`config.mk`:
```
export PLATFORM = sky130hd
export DESIGN_NAME = lcd_timing_rx
export DESIGN_NICKNAME = d
export VERILOG_FILES = /design/src/rtl/lcd_timing_rx.sv
export SDC_FILE = /design/constraint.sdc
export NUM_CORES = 1
export LEC_CHECK = 0
export CAP_MARGIN = 15
export CELL_PAD_IN_SITES_DETAIL_PLACEMENT = 1
export CELL_PAD_IN_SITES_GLOBAL_PLACEMENT = 1
export CORE_ASPECT_RATIO = 0.6
export CORE_MARGIN = 3
export CORE_UTILIZATION = 37
export DETAILED_ROUTE_END_ITERATION = 12
export PLACE_DENSITY_LB_ADDON = 0.1
export SETUP_SLACK_MARGIN = 0.1
export SKIP_CTS_REPAIR_TIMING = 1
export SYNTH_ARGS = -nofsm -noshare
export SYNTH_HDL_FRONTEND = slang
export SYNTH_SLANG_ARGS = --single-unit
```
`constraint.sdc`:
```
create_clock -name clk -period 2.75 [get_ports clk]
set_clock_uncertainty 0.15 [all_clocks]
set_input_delay 0.4125 -clock clk [delete_from_list [all_inputs] [get_ports clk]]
set_output_delay 0.4125 -clock clk [all_outputs]
set_load 0.01 [all_outputs]
```
`src/rtl/lcd_timing_rx.sv`:
```
`default_nettype none
//============================================================================
// Module   : lcd_timing_rx
// Purpose  : RGB565 LCD timing receiver. Recovers pixel coordinates, checks
//            frame geometry, forwards pixels once locked.
//            Define LCD_RX_GEOM_EN to add meas_htotal / meas_vtotal.
// Revision : 1.0  initial release
//============================================================================
module lcd_timing_rx #(
  parameter logic [11:0] H_DISP      = 12'd480,
  parameter logic [11:0] V_DISP      = 12'd272,
  parameter logic [3:0]  LOCK_FRAMES = 4'd2
) (
  input  logic        clk,
  input  logic        rst_n,
  input  logic        vid_hs,
  input  logic        vid_vs,
  input  logic        vid_de,
  input  logic [15:0] vid_data,
  output logic        pix_valid,
  output logic [11:0] pix_x,
  output logic [11:0] pix_y,
  output logic [15:0] pix_data,
  output logic        frame_start,
  output logic        locked,
`ifdef LCD_RX_GEOM_EN
  output logic [11:0] meas_htotal,
  output logic [11:0] meas_vtotal,
`endif
  output logic        frame_err
);

  localparam logic [11:0] C_SAT = 12'hFFF;

  typedef enum logic [1:0] {
    SEARCH = 2'd0,
    TRACK  = 2'd1,
    LOCKED = 2'd2
  } state_t;

  state_t      r_state;
  logic        r1_hs, r1_vs, r1_de;
  logic [15:0] r1_data;
  logic        r2_hs, r2_vs, r2_de;
  logic [11:0] r_xcnt, r_ycnt;
  logic        r_bad_frame, r_de_in_vs;
  logic [3:0]  r_good_cnt;

  logic        w_de_rise, w_de_fall, w_vs_fall;
  logic [11:0] w_x_cur, w_x_next, w_y_cur, w_y_inc, w_y_end;
  logic        w_line_bad, w_frame_bad, w_lock_next;
  logic [3:0]  w_good_inc;

  always_ff @(posedge clk or negedge rst_n) begin
    if (!rst_n) begin
      r1_hs   <= 1'b0;
      r1_vs   <= 1'b0;
      r1_de   <= 1'b0;
      r1_data <= 16'd0;
      r2_hs   <= 1'b0;
      r2_vs   <= 1'b0;
      r2_de   <= 1'b0;
    end else begin
      r1_hs   <= vid_hs;
      r1_vs   <= vid_vs;
      r1_de   <= vid_de;
      r1_data <= vid_data;
      r2_hs   <= r1_hs;
      r2_vs   <= r1_vs;
      r2_de   <= r1_de;
    end
  end

  assign w_de_rise  = r1_de & ~r2_de;
  assign w_de_fall  = ~r1_de & r2_de;
  assign w_vs_fall  = ~r1_vs & r2_vs;

  // Coordinates of the pixel currently in r1; a new line/frame restarts at 0.
  assign w_x_cur    = w_de_rise ? 12'd0 : r_xcnt;
  assign w_x_next   = (w_x_cur == C_SAT) ? C_SAT : w_x_cur + 12'd1;
  assign w_y_cur    = w_vs_fall ? 12'd0 : r_ycnt;
  assign w_y_inc    = (r_ycnt == C_SAT) ? C_SAT : r_ycnt + 12'd1;

  // A line ending together with VS fall still belongs to the ending frame.
  assign w_line_bad  = w_de_fall & (r_xcnt != H_DISP);
  assign w_y_end     = w_de_fall ? w_y_inc : r_ycnt;
  assign w_frame_bad = r_bad_frame | w_line_bad | (w_y_end != V_DISP) | r_de_in_vs;
  assign w_good_inc  = r_good_cnt + 4'd1;

  assign w_lock_next = w_vs_fall
                     ? (((r_state == LOCKED) && !w_frame_bad) ||
                        ((r_state == TRACK) && !w_frame_bad && (w_good_inc >= LOCK_FRAMES)))
                     : (r_state == LOCKED);

  always_ff @(posedge clk or negedge rst_n) begin
    if (!rst_n) begin
      r_xcnt      <= 12'd0;
      r_ycnt      <= 12'd0;
      r_bad_frame <= 1'b0;
      r_de_in_vs  <= 1'b0;
    end else begin
      if (r1_de)
        r_xcnt <= w_x_next;
      if (w_vs_fall)
        r_ycnt <= 12'd0;
      else if (w_de_fall)
        r_ycnt <= w_y_inc;
      if (w_vs_fall) begin
        r_bad_frame <= 1'b0;
        r_de_in_vs  <= r1_de;
      end else begin
        r_bad_frame <= r_bad_frame | w_line_bad;
        r_de_in_vs  <= r_de_in_vs | (r1_de & ~r1_vs);
      end
    end
  end

  always_ff @(posedge clk or negedge rst_n) begin
    if (!rst_n) begin
      pix_valid   <= 1'b0;
      pix_x       <= 12'd0;
      pix_y       <= 12'd0;
      pix_data    <= 16'd0;
      frame_start <= 1'b0;
    end else begin
      pix_valid   <= r1_de & w_lock_next;
      pix_x       <= w_x_cur;
      pix_y       <= w_y_cur;
      pix_data    <= r1_data;
      frame_start <= w_vs_fall;
    end
  end

  always_ff @(posedge clk or negedge rst_n) begin
    if (!rst_n) begin
      r_state    <= SEARCH;
      r_good_cnt <= 4'd0;
      locked     <= 1'b0;
      frame_err  <= 1'b0;
    end else begin
      frame_err <= 1'b0;
      locked    <= w_lock_next;
      case (r_state)
        SEARCH: begin
          if (w_vs_fall) begin
            r_state    <= TRACK;
            r_good_cnt <= 4'd0;
          end
        end
        TRACK: begin
          if (w_vs_fall) begin
            if (w_frame_bad) begin
              r_good_cnt <= 4'd0;
              frame_err  <= 1'b1;
            end else if (w_good_inc >= LOCK_FRAMES) begin
              r_state    <= LOCKED;
              r_good_cnt <= 4'd0;
            end else begin
              r_good_cnt <= w_good_inc;
            end
          end
        end
        LOCKED: begin
          if (w_vs_fall && w_frame_bad) begin
            r_state    <= TRACK;
            r_good_cnt <= 4'd0;
            frame_err  <= 1'b1;
          end
        end
        default: r_state <= SEARCH;
      endcase
    end
  end

`ifdef LCD_RX_GEOM_EN
  logic        w_hs_fall;
  logic [11:0] r_hcyc, r_hper, r_vcnt;

  assign w_hs_fall = ~r1_hs & r2_hs;

  always_ff @(posedge clk or negedge rst_n) begin
    if (!rst_n) begin
      r_hcyc      <= 12'd0;
      r_hper      <= 12'd0;
      r_vcnt      <= 12'd0;
      meas_htotal <= 12'd0;
      meas_vtotal <= 12'd0;
    end else begin
      if (w_hs_fall) begin
        r_hcyc <= 12'd1;
        r_hper <= r_hcyc;
      end else if (r_hcyc != C_SAT) begin
        r_hcyc <= r_hcyc + 12'd1;
      end
      // An HS fall coincident with VS fall opens the first line of the new frame.
      if (w_vs_fall) begin
        meas_vtotal <= r_vcnt;
        meas_htotal <= w_hs_fall ? r_hcyc : r_hper;
        r_vcnt      <= w_hs_fall ? 12'd1 : 12'd0;
      end else if (w_hs_fall && (r_vcnt != C_SAT)) begin
        r_vcnt <= r_vcnt + 12'd1;
      end
    end
  end
`else
  logic w_unused_hs;
  assign w_unused_hs = r1_hs ^ r2_hs;
`endif

endmodule
`default_nettype wire

```
# Word level (Yosys, flattened, before mapping)
# Cells that the tools add are included.
[word_totals] reg_bits=96 latch_bits=0 ramBits=0 rom_bits=0 inputBits=21 word_cells=81 memories=0
[op_classes] n_addsub=3 n_mul=0 n_div=0 magnitude_cmp=1 n_eq_ne=11 n_shift=0 n_mux=25 n_bitwise=13 n_reduce_logical=10
[op_table] operator="12-bit 2-to-1 mux" count=6
[op_table] operator="12-bit by 1-bit adder with 12-bit output, second input constant" count=2
[op_table] operator="12-bit == test, second input constant" count=2
[op_table] operator="12-bit by 9-bit inequality test with 1-bit output, second input constant" count=2
[op_table] operator="4-bit 2-to-1 mux" count=5
[op_table] operator="4-bit one-hot mux with 3 select lines" count=1
[op_table] operator="2-bit 2-to-1 mux" count=5
[op_table] operator="1-bit AND" count=6
[op_table] operator="1-bit 2-to-1 mux" count=6
[op_table] operator="2-bit inequality test, second input constant" count=3
[op_table] operator="2-bit one-hot mux with 3 select lines" count=1
[op_table] operator="5-bit AND reduction" count=1
[op_table] operator="4-bit by 1-bit adder with 4-bit output, second input constant" count=1
[op_table] operator="4-bit by 2-bit greater-or-equal comparator with 1-bit output, second input constant" count=1
[op_table] operator="1-bit logical AND" count=4
[op_table] operator="2-bit by 1-bit inequality test with 1-bit output, second input constant" count=2
[op_table] operator="1-bit OR" count=4
[op_table] operator="4-bit AND reduction" count=1
[op_table] operator="1-bit inverter" count=3
[op_table] operator="3-bit nonzero test" count=1
[op_table] operator="2-bit by 1-bit == test with 1-bit output, second input constant" count=1
[op_table] operator="2-bit == test, second input constant" count=1
[op_table] operator="2-bit zero test" count=1
[op_table] operator="1-bit one-hot mux with 2 select lines" count=1
[op_table] operator="other kinds (2)" count=2

# Logic depth before layout (Yosys ltp)
# Gate-level depths: netlist of the first run.
[logic_depth] depth_word=12 mapped_depth=12 mapped_depth_nobuf=10

# Worst setup path after synthesis of the first run
# OpenSTA, ideal clock, no wires.
[synth_path] path_kind="flip-flop to flip-flop" from="register r1_de" to="register r_xcnt[5]" arrival_ns=2.560 required_ns=2.523 setup_slack_ns=-0.038 path_stages_with_launch=12 period_less_slack_ns=2.788 cell_sequence="dfrtp_1 > clkbuf_1 > nand2b_1 > clkbuf_1 > and2_1 > ha_1 > nand3_1 > nor4_1 > nand3_1 > o21ai_1 > o21ai_0 > a21oi_1"
[synth_between] elab_chain_len=4 word_cells_on_any_way=5 cone_classes="add/sub (1); eq/ne (1); mux (2); bitwise (1)"
[synth_lines] item="start: declaration" line="42" text="logic r1_hs, r1_vs, r1_de;"
[synth_lines] item="start signal: assignment" line="66" text="r1_de <= vid_de;"
[synth_lines] item="1-bit AND *" line="74" text="assign w_de_rise = r1_de & ~r2_de;"
[synth_lines] item="12-bit 2-to-1 mux *" line="79" text="assign w_x_cur = w_de_rise ? 12'd0 : r_xcnt;"
[synth_lines] item="via w_x_cur[0]" line="50" text="logic [11:0] w_x_cur, w_x_next, w_y_cur, w_y_inc, w_y_end;"
[synth_lines] item="12-bit by 1-bit adder with 12-bit output / 12-bit == test (equally long branches)" line="80" text="assign w_x_next = (w_x_cur == C_SAT) ? C_SAT : w_x_cur + 12'd1;"
[synth_lines] item="12-bit 2-to-1 mux *" line="80"
[synth_lines] item="end signal: assignment" line="103" text="r_xcnt <= w_x_next;"
[synth_lines] item="end: declaration" line="45" text="logic [11:0] r_xcnt, r_ycnt;"
# Mark *: on every way through the listed nets, which the timed path passes. The rest lies on a longest branch.
# A chain may end at the register's enable or synchronous reset.

# Worst setup path in the final report of the first run
[layout_path] from="register r_xcnt[3]" to="register r_state[0]"
[layout_between] elab_chain_len=8 word_cells_on_any_way=9 cone_classes="eq/ne (3); bitwise (4); reduce/logical (2)"
[layout_lines] item="12-bit by 9-bit inequality test with 1-bit output *" line="85" text="assign w_line_bad = w_de_fall & (r_xcnt != H_DISP);"
[layout_lines] item="1-bit AND *" line="85"
[layout_lines] item="1-bit OR * (3 in series)" line="87" text="assign w_frame_bad = r_bad_frame | w_line_bad | (w_y_end != V_DISP) | r_de_in_vs;"
[layout_lines] item="1-bit logical AND" line="164" text="if (w_vs_fall && w_frame_bad) begin"
[layout_lines] item="2-bit by 1-bit inequality test with 1-bit output (no source line)"
[layout_lines] item="5-bit AND reduction (no source line) *"
[layout_lines] item="end signal: assignment" line="156" text="r_state <= LOCKED;"
[layout_lines] item="end signal: assignment" line="165" text="r_state <= TRACK;"
[layout_lines] item="end signal: assignment" line="170" text="default: r_state <= SEARCH;"
[layout_lines] item="end: declaration" line="41" text="state_t r_state;"
# Every way passes the cells marked *; elsewhere a longest branch is shown, timed or not.

==> results of run 1 <==
-- worst max-delay path by stage --
stage                                start  slack (ns)                      to  depth (start not counted)
global route         r_xcnt[3]$_DFFE_PN0P_        0.02  r_state[1]$_DFFE_PN0P_                          7
detailed placement  r_xcnt[10]$_DFFE_PN0P_       -0.03  r_state[0]$_DFFE_PN0P_                          7
floorplan                  r1_de$_DFF_PN0_        0.12   r_xcnt[3]$_DFFE_PN0P_                         12
finish               r_xcnt[3]$_DFFE_PN0P_        0.14  r_state[0]$_DFFE_PN0P_                          7
global placement    r_xcnt[10]$_DFFE_PN0P_        0.03  r_state[0]$_DFFE_PN0P_                          7
CTS                 r_xcnt[10]$_DFFE_PN0P_       -0.05  r_state[0]$_DFFE_PN0P_                          7
-- layer usage --
layer,track usage,part of all wire,vias up
met5,0,0,-
li1,-,-,1311
met3,0.06205,0.065,6
met1,0.2543,0.51,1413
met4,0.04483,0.0078,0
met2,0.2299,0.42,80
-- per-stage QoR --
stage	TNS (ns)	instance area, sq um	worst slack [ns]	utilization	hold slack [ns]
finish	0	5162	0.1382	0.5419	0.1998
global placement	0	4753	0.02934	0.4989	0.1814
CTS	-0.04973	5051	-0.04973	0.5302	-0.06756
global route	0	5162	0.02222	0.5419	0.2107
floorplan	0	3771	0.1249	-	-0.03309
detailed placement	-0.03004	4753	-0.03004	0.4989	0.1855
-- worst max-delay path, stage by stage (launching register included) --
cell and delay [ns]:
sky130_fd_sc_hd__dfrtp_1 0.39, sky130_fd_sc_hd__or4_4 0.53, sky130_fd_sc_hd__or4_4 0.50, sky130_fd_sc_hd__a211oi_2 0.22, sky130_fd_sc_hd__and4_4 0.29, sky130_fd_sc_hd__a31o_4 0.20
sky130_fd_sc_hd__o22ai_2 0.09, sky130_fd_sc_hd__mux2i_1 0.13
-- state kept, by name, summed over array words and instances (netlist names), 2 cells and up --
signal,flops
pix_data,16
pix_x,12
pix_y,12
r1_data,16
r_good_cnt,4
r_state,2
r_xcnt,12
r_ycnt,12
-- kinds of logic after synthesis --
family,Yosys count,share of synthesized area
compound gates,63,0.1118
xor+xnor,5,0.01165
fa+ha+maj,8,0.02661
buf+inv,24,0.02428
flops,96,0.6387
mux,4,0.01065
simple gates,122,0.1763
-- where the power goes --
| part | switching (mW) | total (mW) | internal, mW |
|---|---|---|---|
| registers | 0.0622 | 1.57 | 1.51 |
| clock network | 0.510 | 1.24 | 0.728 |
| logic | 0.275 | 0.535 | 0.259 |
| total | 0.847 | 3.34 | 2.49 |
-- cell usage in the layout, fill, tap and decap left out, drive strengths merged, types with 3 or more instances in the layout --
cell type      netlist  final
dfrtp               96     96
clkdlybuf4s50        0     62
buf                  2     35
nor2                26     26
a21oi               26     26
and2                23     23
nand2               19     19
inv                 12     12
clkbuf              10     11
o21ai                9      9
nand4                8      8
ha                   8      8
nand3                7      7
nor3                 7      7
nor4                 5      5
nor2b                4      4
mux2i                4      4
and3                 4      4
nand2b               3      3
or2                  3      3
xnor2                3      3
a31oi                3      3
a21o                 3      3
nand3b               3      3
or4                  3      3
-- area by class of cell --
cell class / count / area, sq um
clock buffers: 11 / 242.7
clock inverters: 4 / 55.05
fillers: 1025 / 4364
inverters: 12 / 45.04
multi-input cells: 202 / 1346
flip-flops and latches: 96 / 2405
well taps: 130 / 162.7
repair buffers: 98 / 905.9
==> impl_results.html, run 1 <==
<table>
<tr><th>Metric</th><th>Value</th></tr>
<tr><th colspan="2">Outcome</th></tr>
<tr><td>Run status</td><td>finished, final reports clean</td></tr>
<tr><th colspan="2">Placement</th></tr>
<tr><td>Sum of net half-perimeters after detailed placement</td><td>6.531 mm</td></tr>
<tr><td>Count of buffers inserted at the top-level ports</td><td>63</td></tr>
<tr><td>Final weighted congestion in routability-driven placement</td><td>0.8276</td></tr>
<tr><td>DP Cell Count</td><td>533</td></tr>
<tr><th colspan="2">Global routing</th></tr>
<tr><td>Largest net degree at the start of global routing</td><td>53</td></tr>
<tr><td>Grt ovf</td><td>0</td></tr>
<tr><td>Global-route wire length before repair</td><td>15.23 mm</td></tr>
<tr><td>Vias in the first global route</td><td>2,879</td></tr>
<tr><td>Antenna violations before repair</td><td>0</td></tr>
<tr><td>GRT Util Overall</td><td>0.1699</td></tr>
<tr><th colspan="2">Synthesis</th></tr>
<tr><td>Top area cells in the synthesized netlist</td><td>sky130_fd_sc_hd__dfrtp_1 64%, sky130_fd_sc_hd__and2_1 3.8%, sky130_fd_sc_hd__a21oi_1 3.5%</td></tr>
<tr><td>Synth Net Count</td><td>351</td></tr>
<tr><td>Number of warnings reported in the yosys synthesis log</td><td>0</td></tr>
<tr><td>Post-synthesis register bit count</td><td>96</td></tr>
<tr><td>Part of the Yosys area used for sequential elements</td><td>0.6387</td></tr>
<tr><td>Most used standard cell by instance count after synthesis</td><td>sky130_fd_sc_hd__dfrtp_1</td></tr>
<tr><td>Syn_area_per_cell</td><td>11.68 sq um</td></tr>
<tr><td>Cell area after technology mapping</td><td>0.003761 sq mm</td></tr>
<tr><td>Most instantiated flip-flop cell in the synthesis netlist</td><td>sky130_fd_sc_hd__dfrtp_1</td></tr>
<tr><td>Gate Count Post-Synth</td><td>322</td></tr>
<tr><td>Yosys top cell area share</td><td>0.6387</td></tr>
<tr><td>Synth top cells by count</td><td>96 x sky130_fd_sc_hd__dfrtp_1, 26 x sky130_fd_sc_hd__a21oi_1, 26 x sky130_fd_sc_hd__nor2_1</td></tr>
<tr><td>Async set-reset flop share out of synthesis</td><td>1.000</td></tr>
<tr><td>Number of unique standard cell types used by synthesis</td><td>50</td></tr>
<tr><td>Count of flip-flops with a built-in enable after synthesis</td><td>0</td></tr>
<tr><td>Area leader, netlist</td><td>sky130_fd_sc_hd__dfrtp_1</td></tr>
<tr><th colspan="2">Clock network</th></tr>
<tr><td>TritonCTS clock tree</td><td>yes</td></tr>
<tr><td>CTS H-Tree Depth</td><td>3</td></tr>
<tr><td>Clk sink count</td><td>96</td></tr>
<tr><td>Library cell used as clock root buffer</td><td>sky130_fd_sc_hd__clkbuf_16</td></tr>
<tr><td>Clock latency reported for the late side of the worst-skew pair</td><td>0.34 ns</td></tr>
<tr><td>CTS clock-pin slew for the worst setup and hold paths</td><td>0.07 ns</td></tr>
<tr><td>TritonCTS buffer count</td><td>9</td></tr>
<tr><td>Number of buffers on the longest clock path</td><td>2</td></tr>
<tr><th colspan="2">Routing</th></tr>
<tr><td>Count of TritonRoute iterations in the first routing pass</td><td>4</td></tr>
<tr><td>Post-route DRC violation count</td><td>0</td></tr>
<tr><td>Wire length reported by the detailed router</td><td>9.187 mm</td></tr>
<tr><td>Detailed-route wire length per cell</td><td>16.61 um</td></tr>
<tr><td>Post-DRT Antenna Nets</td><td>0</td></tr>
<tr><td>1st-iter DRT viols</td><td>80</td></tr>
<tr><td>Vias/cell</td><td>5.081</td></tr>
<tr><td>Routed vias</td><td>2,810</td></tr>
<tr><th colspan="2">Floorplan</th></tr>
<tr><td>I/O Pins</td><td>65</td></tr>
<tr><td>Die area</td><td>0.01145 sq mm</td></tr>
<tr><td>Std-Cell Core Area</td><td>0.009527 sq mm</td></tr>
<tr><td>Site row count</td><td>27</td></tr>
<tr><td>Starting density of the core</td><td>0.3948</td></tr>
<tr><td>Die height</td><td>84.10 um</td></tr>
<tr><td>Chip Width</td><td>136.2 um</td></tr>
<tr><th colspan="2">Critical path</th></tr>
<tr><td>Worst setup SP type</td><td>flip-flop</td></tr>
<tr><td>Crit Reg-Reg Startpoint</td><td>r_xcnt[3]$_DFFE_PN0P_</td></tr>
<tr><td>Reg2Reg Setup Slack</td><td>0.14 ns</td></tr>
<tr><td>End of the worst register-to-register path</td><td>r_state[0]$_DFFE_PN0P_</td></tr>
<tr><td>Sort of element at the end of the critical path</td><td>flip-flop</td></tr>
<tr><td>Crit path max fanout</td><td>5</td></tr>
<tr><td>Cells on worst reg2reg path</td><td>7</td></tr>
<tr><td>Classification of the worst setup path</td><td>flip-flop to flip-flop</td></tr>
<tr><td>Data required time at the worst endpoint</td><td>2.82 ns</td></tr>
<tr><td>Critical path data arrival time</td><td>2.68 ns</td></tr>
<tr><th colspan="2">Min path</th></tr>
<tr><td>Worst Hold Path EP</td><td>pix_data[0]$_DFF_PN0_</td></tr>
<tr><td>Beginning of the worst hold path</td><td>r1_data[0]$_DFF_PN0_</td></tr>
<tr><td>Number of cells on the worst hold path</td><td>0</td></tr>
<tr><td>Class of the tightest hold or removal check</td><td>flip-flop to flip-flop</td></tr>
<tr><th colspan="2">STA</th></tr>
<tr><td>Worst Tran Pin Value</td><td>0.6158 ns</td></tr>
<tr><td>Slew Limit Headroom</td><td>0.5860</td></tr>
<tr><td>Final min period</td><td>2.612 ns</td></tr>
<tr><td>Setup repair after global routing missed its margin</td><td>true</td></tr>
<tr><td>Final max-slew violation count</td><td>0</td></tr>
<tr><td>FMAX</td><td>0.3829 GHz</td></tr>
<tr><td>Setup-failing EPs final</td><td>0</td></tr>
<tr><td>Final Hold Fails</td><td>0</td></tr>
<tr><td>Period utilization</td><td>0.9498</td></tr>
<tr><th colspan="2">Pwr</th></tr>
<tr><td>IR Drop Worst-Case VDD</td><td>0.2907 mV</td></tr>
<tr><td>PD cells</td><td>647.1 mW/mm^2</td></tr>
<tr><td>Tot Pwr</td><td>3.341 mW</td></tr>
<tr><td>Leakage component of the power</td><td>2.295 nW</td></tr>
<tr><th colspan="2">Final layout</th></tr>
<tr><td>Post-synthesis to final-layout area growth</td><td>37.26%</td></tr>
<tr><td>Net count of the finished layout</td><td>448</td></tr>
<tr><td>Final cell count without fillers</td><td>553</td></tr>
<tr><td>Antenna diode instance count</td><td>0</td></tr>
<tr><td>Proportion of layout cells with a drive suffix above 1</td><td>0.1726</td></tr>
<tr><th colspan="2">Run</th></tr>
<tr><td>Number of max-cap violations</td><td>0</td></tr>
</table>
No activity file was read; power rests on OpenSTA's default activity.
==> run 2: changes to the inputs <==
--- a/config.mk
+++ b/config.mk
@@ -8,9 +8,10 @@
 export CAP_MARGIN = 15
 export CELL_PAD_IN_SITES_DETAIL_PLACEMENT = 1
 export CELL_PAD_IN_SITES_GLOBAL_PLACEMENT = 1
-export CORE_ASPECT_RATIO = 0.6
+export CORE_ASPECT_RATIO = 1.75
 export CORE_MARGIN = 3
 export CORE_UTILIZATION = 37
+export CTS_CLUSTER_DIAMETER = 150
 export DETAILED_ROUTE_END_ITERATION = 12
 export PLACE_DENSITY_LB_ADDON = 0.1
 export SETUP_SLACK_MARGIN = 0.1
==> run 2 against run 1 <==
  * Utilization decreased by 3.1 points
  * Setup slack improved by 0.017 ns
  * Die area about the same
  * Clock-buffer cell count decreased by 2
  * Combinational power decreased by 10%
  * First-iteration DRC count decreased by 23%
  * Fmax increased by 0.66%
  * Largest power group unchanged
  * Final cell count decreased by 2.5%
  * Critical path type unchanged
  * Via count decreased by 3.0%
  * Global-route usage increased by 0.061 points
  * Cell area decreased by 1.9%
==> impl_results.html, run 2 (same netlist as run 1, synthesis figures left out) <==
<table>
<tr><th>Metric</th><th>Value</th></tr>
<tr><th colspan="2">Pwr</th></tr>
<tr><td>Share of total power in the clock network</td><td>0.379</td></tr>
<tr><td>Net switching power figure</td><td>0.9235 mW</td></tr>
<tr><td>Internal cell power</td><td>2.383 mW</td></tr>
<tr><td>IR Drop Worst-Case VDD</td><td>0.3566 mV</td></tr>
<tr><td>Leakage component of the power</td><td>2.252 nW</td></tr>
<tr><td>Share of power burned in combinational logic</td><td>0.145</td></tr>
<tr><td>Share of total power consumed by net switching</td><td>0.2793</td></tr>
<tr><td>PD cells</td><td>652.8 mW/mm^2</td></tr>
<tr><td>Flop pwr share</td><td>0.476</td></tr>
<tr><th colspan="2">Clock network</th></tr>
<tr><td>TritonCTS clock tree</td><td>yes</td></tr>
<tr><td>Clk sink count</td><td>96</td></tr>
<tr><td>CTS clock-pin slew for the worst setup and hold paths</td><td>0.08 ns</td></tr>
<tr><td>Library cell used as clock root buffer</td><td>sky130_fd_sc_hd__clkbuf_16</td></tr>
<tr><td>Number of buffers on the longest clock path</td><td>2</td></tr>
<tr><td>TritonCTS buffer count</td><td>9</td></tr>
<tr><td>Clock latency reported for the late side of the worst-skew pair</td><td>0.34 ns</td></tr>
<tr><td>CTS H-Tree Depth</td><td>3</td></tr>
<tr><th colspan="2">Final layout</th></tr>
<tr><td>Most common cell after layout, fill and taps aside</td><td>sky130_fd_sc_hd__dfrtp_1</td></tr>
<tr><td>Antenna diode instance count</td><td>0</td></tr>
<tr><td>Post-synthesis to final-layout area growth</td><td>34.66%</td></tr>
<tr><td>Proportion of layout cells with a drive suffix above 1</td><td>0.1473</td></tr>
<tr><td>Largest registers ranked by flip-flop count</td><td>pix_data (16), r1_data (16)</td></tr>
<tr><td>Commonest cells after routing, fill and taps aside</td><td>94 x sky130_fd_sc_hd__dfrtp_1, 62 x sky130_fd_sc_hd__clkdlybuf4s50_1, 26 x sky130_fd_sc_hd__nor2_1</td></tr>
<tr><td>Count of fill cells added during filler insertion</td><td>1,065</td></tr>
<tr><td>Net count of the finished layout</td><td>438</td></tr>
<tr><th colspan="2">Routing</th></tr>
<tr><td>Post-route DRC violation count</td><td>0</td></tr>
<tr><td>Detailed-route wire length per cell</td><td>16.31 um</td></tr>
<tr><td>Vias/cell</td><td>5.059</td></tr>
<tr><td>Wire length reported by the detailed router</td><td>8.790 mm</td></tr>
<tr><td>Routed vias</td><td>2,727</td></tr>
<tr><td>1st-iter DRT viols</td><td>62</td></tr>
<tr><td>Post-DRT Antenna Nets</td><td>0</td></tr>
<tr><td>Count of TritonRoute iterations in the first routing pass</td><td>4</td></tr>
<tr><th colspan="2">STA</th></tr>
<tr><td>Setup repair after global routing missed its margin</td><td>true</td></tr>
<tr><td>Final Hold Fails</td><td>0</td></tr>
<tr><td>Post-layout worst setup margin</td><td>0.1554 ns</td></tr>
<tr><td>Period utilization</td><td>0.9435</td></tr>
<tr><td>FMAX</td><td>0.3854 GHz</td></tr>
<tr><td>Setup-failing EPs final</td><td>0</td></tr>
<tr><td>Sum of negative setup slack</td><td>0 ns</td></tr>
<tr><td>Worst Tran Pin Value</td><td>0.6512 ns</td></tr>
<tr><td>Final hold slack</td><td>0.2002 ns</td></tr>
<tr><td>Slew Limit Headroom</td><td>0.5621</td></tr>
<tr><td>Final max-slew violation count</td><td>0</td></tr>
<tr><td>Final min period</td><td>2.595 ns</td></tr>
<tr><th colspan="2">Placement</th></tr>
<tr><td>Final weighted congestion in routability-driven placement</td><td>0.8518</td></tr>
<tr><td>Setup slack after placement</td><td>0.07035 ns</td></tr>
<tr><td>Count of buffers inserted at the top-level ports</td><td>63</td></tr>
<tr><td>Sum of net half-perimeters after detailed placement</td><td>6.327 mm</td></tr>
<tr><th colspan="2">Global routing</th></tr>
<tr><td>Vias in the first global route</td><td>3,034</td></tr>
<tr><td>Grt ovf</td><td>0</td></tr>
<tr><td>Routing layer with the top usage in global route</td><td>met2</td></tr>
<tr><td>Antenna violations before repair</td><td>0</td></tr>
<tr><td>Met3 demand-to-capacity share in global routing</td><td>0.03303</td></tr>
<tr><td>Global-route wire length before repair</td><td>15.02 mm</td></tr>
<tr><td>Met1 usage</td><td>0.1915</td></tr>
<tr><td>Largest net degree at the start of global routing</td><td>52</td></tr>
<tr><td>Met2 track demand over resource</td><td>0.3037</td></tr>
<tr><td>GRT Util Overall</td><td>0.1705</td></tr>
<tr><th colspan="2">Outcome</th></tr>
<tr><td>Run status</td><td>finished, final reports clean</td></tr>
<tr><th colspan="2">Floorplan</th></tr>
<tr><td>Site row count</td><td>48</td></tr>
<tr><td>Die height</td><td>139.4 um</td></tr>
<tr><td>I/O Pins</td><td>65</td></tr>
<tr><td>Std-Cell Core Area</td><td>0.009910 sq mm</td></tr>
<tr><td>Chip Width</td><td>82.22 um</td></tr>
<tr><td>Starting density of the core</td><td>0.3795</td></tr>
<tr><td>Die area</td><td>0.01146 sq mm</td></tr>
<tr><th colspan="2">Critical path</th></tr>
<tr><td>Worst setup SP type</td><td>flip-flop</td></tr>
<tr><td>Crit path max fanout</td><td>5</td></tr>
<tr><td>Crit Reg-Reg Startpoint</td><td>r_xcnt[1]$_DFFE_PN0P_</td></tr>
<tr><td>Source of the critical timing path</td><td>r_xcnt[1]$_DFFE_PN0P_</td></tr>
<tr><td>Sort of element at the end of the critical path</td><td>flip-flop</td></tr>
<tr><td>Critical path data arrival time</td><td>2.71 ns</td></tr>
<tr><td>Data required time at the worst endpoint</td><td>2.86 ns</td></tr>
<tr><td>Classification of the worst setup path</td><td>flip-flop to flip-flop</td></tr>
<tr><th colspan="2">Min path</th></tr>
<tr><td>Beginning of the worst hold path</td><td>r1_data[4]$_DFF_PN0_</td></tr>
<tr><td>Class of the tightest hold or removal check</td><td>flip-flop to flip-flop</td></tr>
<tr><th colspan="2">Run</th></tr>
<tr><td>Number of max-cap violations</td><td>0</td></tr>
</table>
==> run 2: changes by cell type in the layout (fill, tap and decap cells not counted), moves of 2 or more <==
cell	change
sky130_fd_sc_hd__or4_1	+2
sky130_fd_sc_hd__clkinv_8	+3
sky130_fd_sc_hd__buf_4	-10
sky130_fd_sc_hd__or4_4	-2
==> run 2: area by class of cell <==
class,count,area [sq um],area share
Sequential cell,96,2405,0.4748
Multi-Input combinational cell,202,1316,0.2599
Timing Repair Buffer,88,830.8,0.1640
Clock buffer,9,225.2,0.04447
Tap cell,125,156.4,0.03088
Clock inverter,7,86.33,0.01705
Inverter,12,45.04,0.008893
==> run 2: critical path, stage by stage (launching register included) <==
cell,delay [ns]
sky130_fd_sc_hd__dfrtp_2,0.44
sky130_fd_sc_hd__or4_1,0.49
sky130_fd_sc_hd__or4_4,0.50
sky130_fd_sc_hd__a211oi_2,0.19
sky130_fd_sc_hd__and4_4,0.27
sky130_fd_sc_hd__a41oi_2,0.12
sky130_fd_sc_hd__o22ai_2,0.15
sky130_fd_sc_hd__mux2i_1,0.21
==> run 2: worst paths after layout <==
| path | to | slack (ns) | depth (start not counted) |
|---|---|---|---|
| hold / removal | pix_data[4]$_DFF_PN0_ | 0.20 | 0 |
| max in group asynchronous | r_xcnt[1]$_DFFE_PN0P_ | 1.29 | 3 |
| min in group asynchronous | pix_data[9]$_DFF_PN0_ | 0.47 | 2 |
| setup / recovery | r_state[0]$_DFFE_PN0P_ | 0.16 | 7 |
| hold reg to reg | pix_data[4]$_DFF_PN0_ | 0.20 | 0 |
| setup reg to reg | r_state[0]$_DFFE_PN0P_ | 0.16 | 7 |
==> run 2: routing by layer <==
metal	part of all wire	up-vias
met2	0.58	40
met5	0	-
li1	-	1292
met4	0.019	0
met3	0.025	9
met1	0.38	1386
==> run 2: through the flow <==
step | cells | utilization | total power, mW | cell area (sq um)
6_report | 539 | 0.5111 | 3.306 | 5065
5_1_grt | 539 | 0.5111 | 3.470 | 5065
4_1_cts | 538 | 0.5059 | 3.336 | 5014
3_5_place_dp | 522 | 0.4745 | 2.070 | 4702
3_3_place_gp | 522 | 0.4745 | 2.046 | 4702
2_1_floorplan | 322 | - | 1.826 | 3771
==> run 2: power by group through the flow <==
stage	clock (mW)	sequential [mW]	combinational, mW
after global placement	0	1.60	0.451
after global routing	1.35	1.59	0.535
after floorplan	0	1.60	0.221
final	1.25	1.57	0.481
after detailed placement	0	1.60	0.471
after CTS	1.29	1.57	0.476
